[src/rtl/pwm_pkg.sv]
// Shared definitions for the PWM sequencer: default widths and the FSM state encoding.
package pwm_pkg;

    localparam int DEF_DATABITS      = 8;
    localparam int DEF_PRESCALE_BITS = 8;
    localparam int DEF_RAMP_STEP     = 4;

    typedef enum logic [1:0] {
        ST_IDLE      = 2'd0,
        ST_RAMP_UP   = 2'd1,
        ST_RUN       = 2'd2,
        ST_RAMP_DOWN = 2'd3
    } state_e;

endpackage

[src/rtl/pwm_sequencer_if.sv]
// Duty-cycle update channel: valid/ready handshake carrying the requested compare value.
interface pwm_sequencer_if
    import pwm_pkg::*;
#(
    parameter int DATABITS = DEF_DATABITS
);

    logic [DATABITS-1:0] DutyData;
    logic                DutyValid;
    logic                DutyReady;

    modport master (output DutyData, output DutyValid, input  DutyReady);
    modport slave  (input  DutyData, input  DutyValid, output DutyReady);

endinterface

[src/rtl/pwm_carrier.sv]
// Sawtooth carrier: prescaler, Saw counter and registered PeriodStart pulse.
module pwm_carrier
    import pwm_pkg::*;
#(
    parameter int DATABITS      = DEF_DATABITS,
    parameter int PRESCALE_BITS = DEF_PRESCALE_BITS
) (
    input  logic                     Clk,
    input  logic                     Rst,
    input  logic                     run,
    input  logic [PRESCALE_BITS-1:0] prescale,
    output logic [DATABITS-1:0]      saw,
    output logic                     period_start,
    output logic                     wrap
);

    logic [PRESCALE_BITS-1:0] pre_cnt_q, pre_cnt_d;
    logic [DATABITS-1:0]      saw_q, saw_d;
    logic                     period_start_q, period_start_d;
    logic                     tick;

    // wrap is the combinational boundary the sequencer uses to update on the same edge Saw returns to 0
    always_comb begin
        tick           = run && (pre_cnt_q >= prescale);
        wrap           = tick && (saw_q == {DATABITS{1'b1}});
        pre_cnt_d      = pre_cnt_q;
        saw_d          = saw_q;
        period_start_d = 1'b0;
        if (!run) begin
            pre_cnt_d = '0;
            saw_d     = '0;
        end else begin
            if (tick) begin
                pre_cnt_d = '0;
                saw_d     = saw_q + 1'b1;
            end else begin
                pre_cnt_d = pre_cnt_q + 1'b1;
            end
            period_start_d = wrap;
        end
    end

    always_ff @(posedge Clk or negedge Rst) begin
        if (!Rst) begin
            pre_cnt_q      <= '0;
            saw_q          <= '0;
            period_start_q <= 1'b0;
        end else begin
            pre_cnt_q      <= pre_cnt_d;
            saw_q          <= saw_d;
            period_start_q <= period_start_d;
        end
    end

    assign saw          = saw_q;
    assign period_start = period_start_q;

endmodule

[src/rtl/pwm_sequencer.sv]
// PWM sequencer: shadowed duty updates applied at carrier boundaries, with soft-start/soft-stop ramps.
module pwm_sequencer
    import pwm_pkg::*;
#(
    parameter int DATABITS      = DEF_DATABITS,
    parameter int PRESCALE_BITS = DEF_PRESCALE_BITS,
    parameter int RAMP_STEP     = DEF_RAMP_STEP
) (
    input  logic                     Clk,
    input  logic                     Rst,
    input  logic                     En,
    input  logic [PRESCALE_BITS-1:0] Prescale,
    pwm_sequencer_if.slave           duty,
    output logic [DATABITS-1:0]      Saw,
    output logic [DATABITS-1:0]      Signal,
    output logic                     PeriodStart,
    output logic                     Active
);

    localparam logic [DATABITS:0] STEP = (DATABITS+1)'(RAMP_STEP);
    localparam logic [DATABITS:0] FULL = {1'b0, {DATABITS{1'b1}}};

    state_e              state_q, state_d;
    logic [DATABITS-1:0] signal_q, signal_d;
    logic [DATABITS-1:0] target_q, target_d;
    logic [DATABITS-1:0] shadow_q, shadow_d;
    logic                pending_q, pending_d;

    logic                wrap;
    logic                run;
    logic [DATABITS-1:0] eff_target;
    logic [DATABITS:0]   sig_w, tgt_w, up_sum, up_val, down_val;
    logic [DATABITS-1:0] ramp_val, stop_val;

    assign run = (state_q != ST_IDLE);

    pwm_carrier #(
        .DATABITS      (DATABITS),
        .PRESCALE_BITS (PRESCALE_BITS)
    ) u_carrier (
        .Clk          (Clk),
        .Rst          (Rst),
        .run          (run),
        .prescale     (Prescale),
        .saw          (Saw),
        .period_start (PeriodStart),
        .wrap         (wrap)
    );

    // A value still waiting in the shadow is the one that lands at this boundary
    always_comb begin
        eff_target = pending_q ? shadow_q : target_q;
        sig_w      = {1'b0, signal_q};
        tgt_w      = {1'b0, eff_target};
        up_sum     = sig_w + STEP;
        if (up_sum > FULL) up_sum = FULL;
        up_val = sig_w;
        if (tgt_w > sig_w) begin
            up_val = (up_sum > tgt_w) ? tgt_w : up_sum;
        end else if (tgt_w < sig_w) begin
            up_val = (sig_w < tgt_w + STEP) ? tgt_w : sig_w - STEP;
        end
        down_val = (sig_w < STEP) ? '0 : sig_w - STEP;
        ramp_val = up_val[DATABITS-1:0];
        stop_val = down_val[DATABITS-1:0];
    end

    always_comb begin
        state_d   = state_q;
        signal_d  = signal_q;
        target_d  = target_q;
        shadow_d  = shadow_q;
        pending_d = pending_q;

        if (duty.DutyValid && !pending_q) begin
            shadow_d  = duty.DutyData;
            pending_d = 1'b1;
        end
        if (pending_q && (wrap || state_q == ST_IDLE)) begin
            target_d  = shadow_q;
            pending_d = 1'b0;
        end

        unique case (state_q)
            ST_IDLE: begin
                signal_d = '0;
                if (En) state_d = ST_RAMP_UP;
            end
            ST_RAMP_UP: begin
                if (wrap) begin
                    signal_d = ramp_val;
                    if (ramp_val == eff_target) state_d = ST_RUN;
                end
                if (!En) state_d = ST_RAMP_DOWN;
            end
            ST_RUN: begin
                if (wrap) signal_d = eff_target;
                if (!En) state_d = ST_RAMP_DOWN;
            end
            ST_RAMP_DOWN: begin
                if (wrap) begin
                    signal_d = stop_val;
                    if (stop_val == '0) state_d = ST_IDLE;
                end
                if (En) state_d = ST_RAMP_UP;
            end
            default: state_d = ST_IDLE;
        endcase
    end

    always_ff @(posedge Clk or negedge Rst) begin
        if (!Rst) begin
            state_q   <= ST_IDLE;
            signal_q  <= '0;
            target_q  <= '0;
            shadow_q  <= '0;
            pending_q <= 1'b0;
        end else begin
            state_q   <= state_d;
            signal_q  <= signal_d;
            target_q  <= target_d;
            shadow_q  <= shadow_d;
            pending_q <= pending_d;
        end
    end

    assign duty.DutyReady = !pending_q;
    assign Signal         = signal_q;
    assign Active         = run;

endmodule

[src/flat_wrapper.sv]
// flat-port wrapper written by rule: the top's interface ports become plain ports
module pwm_sequencer_flat import pwm_pkg::*;
#(
    parameter int DATABITS      = DEF_DATABITS,
    parameter int PRESCALE_BITS = DEF_PRESCALE_BITS,
    parameter int RAMP_STEP     = DEF_RAMP_STEP
)
  (Clk, Rst, En, Prescale, Saw, Signal, PeriodStart, Active, duty_DutyData, duty_DutyValid, duty_DutyReady);
  pwm_sequencer_if #(.DATABITS(DATABITS)) duty_i ();
  input  logic Clk;
  input  logic Rst;
  input  logic En;
  input  logic [PRESCALE_BITS-1:0] Prescale;
  output logic [DATABITS-1:0] Saw;
  output logic [DATABITS-1:0] Signal;
  output logic PeriodStart;
  output logic Active;
  input wire logic [$bits(duty_i.DutyData)-1:0] duty_DutyData;
  input wire logic [$bits(duty_i.DutyValid)-1:0] duty_DutyValid;
  output wire logic [$bits(duty_i.DutyReady)-1:0] duty_DutyReady;
  assign duty_i.DutyData = duty_DutyData;
  assign duty_i.DutyValid = duty_DutyValid;
  assign duty_DutyReady = duty_i.DutyReady;
  pwm_sequencer #(.DATABITS(DATABITS), .PRESCALE_BITS(PRESCALE_BITS), .RAMP_STEP(RAMP_STEP)) u_core (.Clk(Clk), .Rst(Rst), .En(En), .Prescale(Prescale), .duty(duty_i), .Saw(Saw), .Signal(Signal), .PeriodStart(PeriodStart), .Active(Active));
endmodule
[config.mk]
export PLATFORM = sky130hd
export DESIGN_NAME = pwm_sequencer_flat
export DESIGN_NICKNAME = d
export VERILOG_FILES = /design/src/rtl/pwm_pkg.sv /design/src/rtl/pwm_sequencer_if.sv /design/src/rtl/pwm_carrier.sv /design/src/rtl/pwm_sequencer.sv /design/src/flat_wrapper.sv
export SDC_FILE = /design/constraint.sdc
export NUM_CORES = 1
export LEC_CHECK = 0
export CAP_MARGIN = 20
export CORE_ASPECT_RATIO = 0.5
export CORE_MARGIN = 3
export CORE_UTILIZATION = 47
export CTS_CLUSTER_DIAMETER = 150
export CTS_CLUSTER_SIZE = 30
export DETAILED_ROUTE_END_ITERATION = 7
export DONT_BUFFER_PORTS = 1
export PLACE_DENSITY = 0.64
export SKIP_LAST_GASP = 1
export SYNTH_ARGS = -nofsm -noshare
export SYNTH_HDL_FRONTEND = slang
export SYNTH_HIERARCHICAL = 1
export SYNTH_SLANG_ARGS = --single-unit
[constraint.sdc]
create_clock -name Clk -period 10 [get_ports Clk]
set_input_delay 2 -clock Clk [delete_from_list [all_inputs] [get_ports Clk]]
set_output_delay 2 -clock Clk [all_outputs]
set_load 0.1 [all_outputs]
=== Yosys cells after proc, flatten, opt, wreduce, memory -nomap -nowiden ===
Cells that the tools add are included.

* Bits in registers: 44
* Latch bits: 0
* Memory bits (writable): 0
* Bits in read-only memories: 0
* Input port bits: 20
* Output and inout bits: 19
* Logic and storage cells: 74
* Memories: 0

* Add/sub/neg operators: 5
* Multiply operators: 0
* Div/mod/pow operators: 0
* Magnitude comparators: 7
* Equal/unequal tests: 15
* Shift operators: 0
* Multiplexer cells: 27
* Bitwise logic cells: 0
* Reduce and logical (&&, ||, !) cells: 12

{| class="wikitable"
|+ Operators with widths
! kind !! number
|-
| 8-bit two-way mux || 13
|-
| 8-bit one-hot mux with 4 select lines || 1
|-
| 8-bit by 3-bit adder with 9-bit output (second input constant) || 2
|-
| 8-bit by 1-bit adder with 8-bit output (second input constant) || 2
|-
| 2-bit two-way mux || 8
|-
| 3-bit by 2-bit != test with 1-bit output (second input constant) || 4
|-
| 9-bit by 8-bit > comparator with 1-bit output || 1
|-
| 9-bit by 8-bit > comparator with 1-bit output (second input constant) || 1
|-
| 8-bit by 9-bit less-than comparator with 1-bit output || 1
|-
| 9-bit two-way mux || 1
|-
| 8-bit == test || 1
|-
| 8-bit == test (second input constant) || 1
|-
| 8-bit greater-or-equal comparator || 1
|-
| 8-bit > comparator || 1
|-
| 8-bit logical NOT || 1
|-
| 8-bit by 3-bit less-than comparator with 1-bit output (second input constant) || 1
|-
| 8-bit less-than comparator || 1
|-
| 2-bit by 1-bit != test with 1-bit output (second input constant) || 4
|-
| 2-bit one-hot mux with 4 select lines || 1
|-
| 8-bit by 3-bit subtractor with 8-bit output (second input constant) || 1
|-
| 6-bit AND reduction || 1
|-
| 2-bit == test (second input constant) || 2
|-
| 1-bit logical AND || 4
|-
| 2-bit != test (second input constant) || 2
|-
| other kinds (7) || 10
|}

=== Depth between registers and ports, before layout ===
Gate-level depths: netlist of the first run.

* Depth in word-level cells: 11
* Depth in mapped cells: 17
* Depth with buffers taken out: 16

=== Modules after synthesis ===
Netlist of the first run, hierarchy kept.

{| class="wikitable"
|+ Modules (own cells, without submodules)
! module !! times used !! cells each !! area each (µm²) !! sequential area each (µm²)
|-
| pwm_sequencer || 1 || 332 || 2,871.5 || 675.6
|-
| pwm_carrier || 1 || 104 || 991.0 || 425.4
|}

=== Worst setup path before layout of the first run ===
OpenSTA, ideal clock, no wires.

* Path kind: input-to-reg
* From: input Prescale[7]
* To: register u_core.state_q[1]
* Library setup time: 0.128 ns
* Data arrival time: 5.490 ns
* Required time: 9.872 ns
* Slack: 4.382 ns
* Cell stages on the path: 17
* Buffers on the path: 1
* Cells stage by stage: inv_1 > ha_1 > nand2_1 > nor2_1 > a31oi_4 > nor3_1 > and4_1 > clkbuf_1 > nand4_1 > or3_1 > o31a_1 > a221oi_2 > o221ai_1 > a221oi_1 > or4b_1 > o21ai_2 > mux2_1

* Cells in the longest elaborated chain, start to end: 5
* Elaborated cells between the ends (all ways): 6
* Those cells by class: 1 x order compare; 2 x eq/ne; 3 x reduce/logical

{| class="wikitable"
|+ RTL lines
! item !! RTL line !! text
|-
| start, declared || flat_wrapper.sv:13 || <nowiki>input logic [PRESCALE_BITS-1:0] Prescale;</nowiki>
|-
| 8-bit greater-or-equal comparator * || pwm_carrier.sv:24 || <nowiki>tick = run && (pre_cnt_q >= prescale);</nowiki>
|-
| 1-bit logical AND * || pwm_carrier.sv:24 ||
|-
| 1-bit logical AND * || pwm_carrier.sv:25 || <nowiki>wrap = tick && (saw_q == {DATABITS{1'b1}});</nowiki>
|-
| via u_core.wrap || pwm_sequencer.sv:29 || <nowiki>logic wrap;</nowiki>
|-
| 3-bit by 2-bit != test with 1-bit output (no source line) || n/a ||
|-
| 6-bit AND reduction (no source line) * || n/a ||
|-
| end signal, assigned || pwm_sequencer.sv:119 || <nowiki>state_q <= state_d;</nowiki>
|-
| end, declared || pwm_sequencer.sv:23 || <nowiki>state_e state_q, state_d;</nowiki>
|}

The timed path passes the listed nets; every way through them passes the cells marked *.
A chain may end at the register's enable or synchronous reset.

=== Final worst setup path of the first run ===
Same ends and word-level chain as after synthesis.

==> impl_metrics.ini, run 1 <==
[sta]
clock_skew_ps = 2.04
fin_ws_ps = 4230
layout_min_cycle_time_ps = 5770
rsz0062_at_grt = no
final-hold-violation-count = 0
fmax_mhz = 173
setup_tns_ps = 0
worst_pin_slew_ps = 1080
maxSlewViolCount = 0
setup_viol = 0
maxSlewHeadroom = 0.278
finalCritPeriodShare = 0.577
holdWs_ps = 505

[synthesis]
synth_flop_cell = dfrtp_1
synth_edf_count = 0
ys_ff_latch = 44
synth_mux_area_frac = 0.104
seq_area_frac_synth = 0.285
synth_xor_area_frac = 0.0408
synth_area_leaders = dfrtp_1 29%, ha_1 14%, mux2_2 5.0%
synth_top_area_frac = 0.285
syn-cell-area_mm2 = 0.00386
synth_compound_area_frac = 0.199
synth_cells = 436
synthSimpleGateAreaFrac = 0.173
synth_top_family_by_area = compound AO/OA/AOI/OAI gates
syn_nets = 498
yosys.area.top_type = dfrtp_1
ys_warn_count = 6
synth_cell_type_count = 63
avgSynthCellArea_um2 = 8.86
synth-adder-area-share = 0.136
async_reset_ff_frac = 1.00

[global_routing]
grt_pass1_wl_mm = 16.8
grt_use_total = 0.221
grt_remaining_overflow = 0
grt_max_degree = 45
antenna_found_initial = 1
first_global_vias = 3331

[layout]
drive_above_1_share = 0.119
fill_cells = 718
regArea_mm2 = 0.00110
multi_input_area_mm2 = 0.00252
final_common_cell = dfrtp_1
final_cell_area_mm2 = 0.00416
insertedDiodeCount = 0
nets = 499
layout_common_cells = 44 x dfrtp_1, 42 x ha_1, 37 x inv_1
area_delta_synth_final_pct = 7.58

[placed_design]
routabilityCongestion = 0.960
place_ws_ps = 3990
port_buffers = 0
place_area_mm2 = 0.00398
hpwl_mm = 7.87

[drt]
drt_iter0_markers = 374
routed_wl_mm = 10.3
postRouteAntennaNets = 0
dr.pass1.iters = 7
vias_per_cell = 6.28
wl_per_cell_um = 18.9
vias = 3430
post-route-drc-count = 0

[clocking]
ctsLongestPathBuffers = 2
clk_latency_ps = 280
cts_setup_buffers = 0
cts_num_sinks = 44
clk_pin_slew_ps = 60
cts_hold_buf = 0
cts_tree = yes
cts_max_level = 2
cts_resized = 0
numCtsBuffers = 5
cts-root-buf = clkbuf_16

[critical_path]
worstSetupPathType = primary input to flip-flop
cp.required_ps = 10160
cp-end-kind = flip-flop
path_cells = inv_1 -> ha_1 -> nand2_1 -> nor2_1 -> a31oi_4 -> nor3_1 -> and4_1 -> nand4_1 -> or3_1 -> o31a_1 -> a221oi_2 -> o221ai_1 -> a221oi_1 -> or4b_1 -> o21ai_2 -> mux2_1
path_max_fanout = 14
slowest_stage = or4b_1
cp.arrival_ps = 5930
critPathLaunchType = primary input
cp_slowest_stage_delay_ps = 490

[die]
start_util = 0.505
ios = 39
rows = 22
core_mm2 = 0.00765
die_area_mm2 = 0.00941
die_h_um = 70.1
die_width_um = 134

[job]
cap_violations = 0

[min_path]
hold_path_class = flip-flop to flip-flop

[status]
status = finished clean
==> worst max-delay path, delay by kind of cell <==
family	cells	cell delay [ps]
AO/OA/AOI/OAI	6	1280
AND/OR/NAND/NOR	7	1980
adder cells (fa/ha/maj)	1	280
multiplexers	1	340
buffers and inverters	1	20
==> per-stage QoR <==
step                       util  instances
after floorplan               -        436
after CTS                 0.543        546
final                     0.543        546
after detailed placement  0.520        538
after global placement    0.520        538
after global routing      0.543        546
==> area by class of cell <==
type	count	share of cell area
clock buffers	6	0.0334
clock inverters	2	0.00933
inverters	40	0.0361
multi-input cells	337	0.607
flip-flops and latches	44	0.265
well taps	108	0.0325
repair buffers	9	0.0163
==> per-layer routing <==
metal / track usage / part of all wire / routed length (um)
met5: 0 / 0.0013 / 13
met4: 0.0632 / 0.022 / 224
met3: 0.0604 / 0.093 / 961
met2: 0.345 / 0.44 / 4570
met1: 0.302 / 0.44 / 4580
==> Yosys cell counts, types with 2 or more instances <==
library cell / instances
o21ai_0: 23
dfrtp_1: 44
xnor2_1: 12
and3_1: 2
nand2_1: 34
ha_1: 42
a22oi_1: 2
o311ai_0: 2
mux2i_1: 11
o221ai_1: 5
a31oi_1: 7
inv_2: 3
a222oi_1: 5
nor3_1: 12
or3_1: 5
mux2_2: 17
xor2_1: 6
nand4_1: 3
o21ai_1: 9
nand2b_1: 8
o211ai_1: 4
mux2i_4: 4
nand3_1: 17
o21a_1: 3
nor2_1: 27
a221oi_1: 9
inv_1: 37
o22ai_1: 8
buf_6: 4
a2111oi_0: 2
nor2b_1: 3
clkbuf_1: 10
nor4_1: 2
a21oi_1: 20
or2_0: 2
and2_1: 2
and4_1: 2
or2_2: 3
==> kinds of logic (layout without fill, tap and decap cells) <==
family | Yosys count | after routing
fa+ha+maj | 42 | 42
compound gates | 113 | 113
xor+xnor | 18 | 18
simple gates | 131 | 131
mux | 33 | 33
buf+inv | 55 | 57
flops | 44 | 44
==> worst paths after layout <==
kind                                                 from                                   to  slack [ps]  depth (start not counted)
hold reg to reg            u_core/target_q[2]$_DFFE_PN0P_       u_core/target_q[2]$_DFFE_PN0P_         510                          1
min in group asynchronous                             Rst  u_core/u_carrier/saw[2]$_DFFE_PN0P_        1410                          0
max in group asynchronous                             Rst       u_core/shadow_q[0]$_DFFE_PN0P_        8500                          0
hold / removal             u_core/target_q[2]$_DFFE_PN0P_       u_core/target_q[2]$_DFFE_PN0P_         510                          1
setup reg to reg             u_core/pending_q$_DFFE_PN0P_        u_core/state_q[1]$_DFFE_PN0P_        4390                         16
setup / recovery                              Prescale[7]        u_core/state_q[1]$_DFFE_PN0P_        4230                         16
==> registers in the layout, indices dropped and copies added, names as in the netlist <==
signal	flops
u_core/u_carrier/period_start	1
u_core/u_carrier/pre_cnt_q	8
u_core/pending_q	1
u_core/u_carrier/saw	8
u_core/shadow_q	8
u_core/target_q	8
u_core/Signal	8
u_core/state_q	2
Power of run 1 is not shown: default switching activity piles up to over one toggle a cycle in this logic, so the estimate is an artifact.
==> run 2, diff against run 1 <==
--- a/config.mk
+++ b/config.mk
@@ -13,7 +13,7 @@
 export CTS_CLUSTER_SIZE = 30
 export DETAILED_ROUTE_END_ITERATION = 7
 export DONT_BUFFER_PORTS = 1
-export PLACE_DENSITY = 0.64
+export PLACE_DENSITY = 0.66
 export SKIP_LAST_GASP = 1
 export SYNTH_ARGS = -nofsm -noshare
 export SYNTH_HDL_FRONTEND = slang
==> constraint.sdc (replaced) <==
create_clock -name Clk -period 4.9 [get_ports Clk]
set_input_delay 0.98 -clock Clk [delete_from_list [all_inputs] [get_ports Clk]]
set_output_delay 0.98 -clock Clk [all_outputs]
set_load 0.1 [all_outputs]
==> run 2 against run 1 <==
Count of clock-buffer cells in the layout fell by 1. Final cell count rose by 3.5%. Sequential cell count did not move. Die area did not move. First-iteration DRC count fell by 24%. Worst hold slack got worse by 120 ps. Sequential share of layout area fell by 0.89 points. Critical path type is now flip-flop to flip-flop.
==> impl_metrics.ini, run 2 (synthesis results as in run 1) <==
[layout]
fill_cells = 720
area_delta_synth_final_pct = 11.3
drive_above_1_share = 0.158
layout_common_cells = 44 x dfrtp_1, 42 x ha_1, 37 x inv_1
final_common_cell = dfrtp_1
insertedDiodeCount = 0
nets = 518

[critical_path]
path_max_fanout = 7
r2r_slack_ps = 350
cp_slowest_stage_delay_ps = 490
worstSetupPathType = flip-flop to flip-flop
path_delay_family = compound AO/OA/AOI/OAI gates
r2r_cells = 16
cp.required_ps = 5070
critPathLaunchType = flip-flop
startpoint = u_core/pending_q$_DFFE_PN0P_
cp-end-kind = flip-flop
cp.arrival_ps = 4710
path_cells = buf_4 -> mux2i_4 -> nor3_1 -> nand3_1 -> xnor2_1 -> ha_1 -> o21ai_0 -> nor2_1 -> o22ai_1 -> a21oi_1 -> a221oi_1 -> o21ai_0 -> a221oi_1 -> or4b_1 -> o21ai_2 -> mux2_1
slowest_stage = or4b_1
worstReg2RegEnd = u_core/state_q[1]$_DFFE_PN0P_
crit_buf_inv = 1
timing.rr.start = u_core/pending_q$_DFFE_PN0P_

[die]
rows = 22
ios = 39
die_area_mm2 = 0.00941
die_h_um = 70.1
die_width_um = 134
core_mm2 = 0.00765
start_util = 0.505

[sta]
setup_viol = 0
maxSlewHeadroom = 0.421
layout_min_cycle_time_ps = 4550
fmax_mhz = 220
maxSlewViolCount = 0
setup_tns_ps = 0
final-hold-violation-count = 0
clock_skew_ps = 5.82
rsz0062_at_grt = no
finalCritPeriodShare = 0.928
worst_pin_slew_ps = 869

[drt]
post-route-drc-count = 0
vias = 3452
vias_per_cell = 6.11
routed_wl_mm = 10.3
drt_iter0_markers = 285
postRouteAntennaNets = 0
wl_per_cell_um = 18.2
dr.pass1.iters = 5

[placed_design]
hpwl_mm = 7.84
routabilityCongestion = 0.968
port_buffers = 0

[global_routing]
grt_remaining_overflow = 0
first_global_vias = 3357
grt_pass1_wl_mm = 17.1
grt_use_total = 0.222
antenna_found_initial = 0
grt_max_degree = 45

[clocking]
clk_pin_slew_ps = 70
cts_num_sinks = 44
cts_resized = 0
cts_tree = yes
cts-root-buf = clkbuf_16
numCtsBuffers = 5
cts_max_level = 2
cts_setup_buffers = 0
cts_hold_buf = 0
ctsLongestPathBuffers = 2
clk_latency_ps = 280

[min_path]
hold_path_class = primary input to async pin

[status]
status = finished clean

[job]
cap_violations = 0
run 2: worst max-delay path by stage:
stage | endpoint | cells past startpoint
2_1_floorplan | u_core/state_q[1]$_DFFE_PN0P_ | 17
3_3_place_gp | u_core/state_q[1]$_DFFE_PN0P_ | 16
3_5_place_dp | u_core/state_q[1]$_DFFE_PN0P_ | 16
4_1_cts | u_core/state_q[1]$_DFFE_PN0P_ | 16
5_1_grt | u_core/state_q[1]$_DFFE_PN0P_ | 16
6_report | u_core/state_q[1]$_DFFE_PN0P_ | 16
run 2: per-stage QoR:
| stage | worst slack, ps | instances | utilization | hold slack (ps) | area, um^2 |
|---|---|---|---|---|---|
| floorplan | 302 | 436 | - | 468 | 3860 |
| global placement | 398 | 557 | 0.539 | 486 | 4130 |
| detailed placement | 192 | 557 | 0.539 | 491 | 4130 |
| CTS | 423 | 565 | 0.562 | 381 | 4300 |
| global route | 69.7 | 565 | 0.562 | 371 | 4300 |
| finish | 354 | 565 | 0.562 | 387 | 4300 |
run 2: per-layer routing:
metal,share of wire,vias to the layer above,wire [um],GRT usage
met2,0.44,143,4500,0.343
li1,-,1634,-,-
met5,0,-,0,0
met1,0.47,1661,4840,0.310
met3,0.076,14,776,0.0532
met4,0.014,0,148,0.0609
run 2: worst register-to-register path, cell delays in order (launching register included):
cell and delay, ps:
dfrtp_1 470, buf_4 220, mux2i_4 240, nor3_1 480, nand3_1 160, xnor2_1 150
ha_1 280, o21ai_0 90, nor2_1 60, o22ai_1 320, a21oi_1 120, a221oi_1 320
o21ai_0 200, a221oi_1 320, or4b_1 490, o21ai_2 200, mux2_1 330
run 2: cell type report:
class | count | area [um^2] | share of cell area
multi-input cells | 337 | 2530 | 0.589
flip-flops and latches | 44 | 1100 | 0.256
repair buffers | 28 | 210 | 0.0489
inverters | 40 | 150 | 0.0349
well taps | 108 | 135 | 0.0314
clock buffers | 5 | 125 | 0.0291
clock inverters | 3 | 46.3 | 0.0108
Power of run 2 is left out for the same reason.
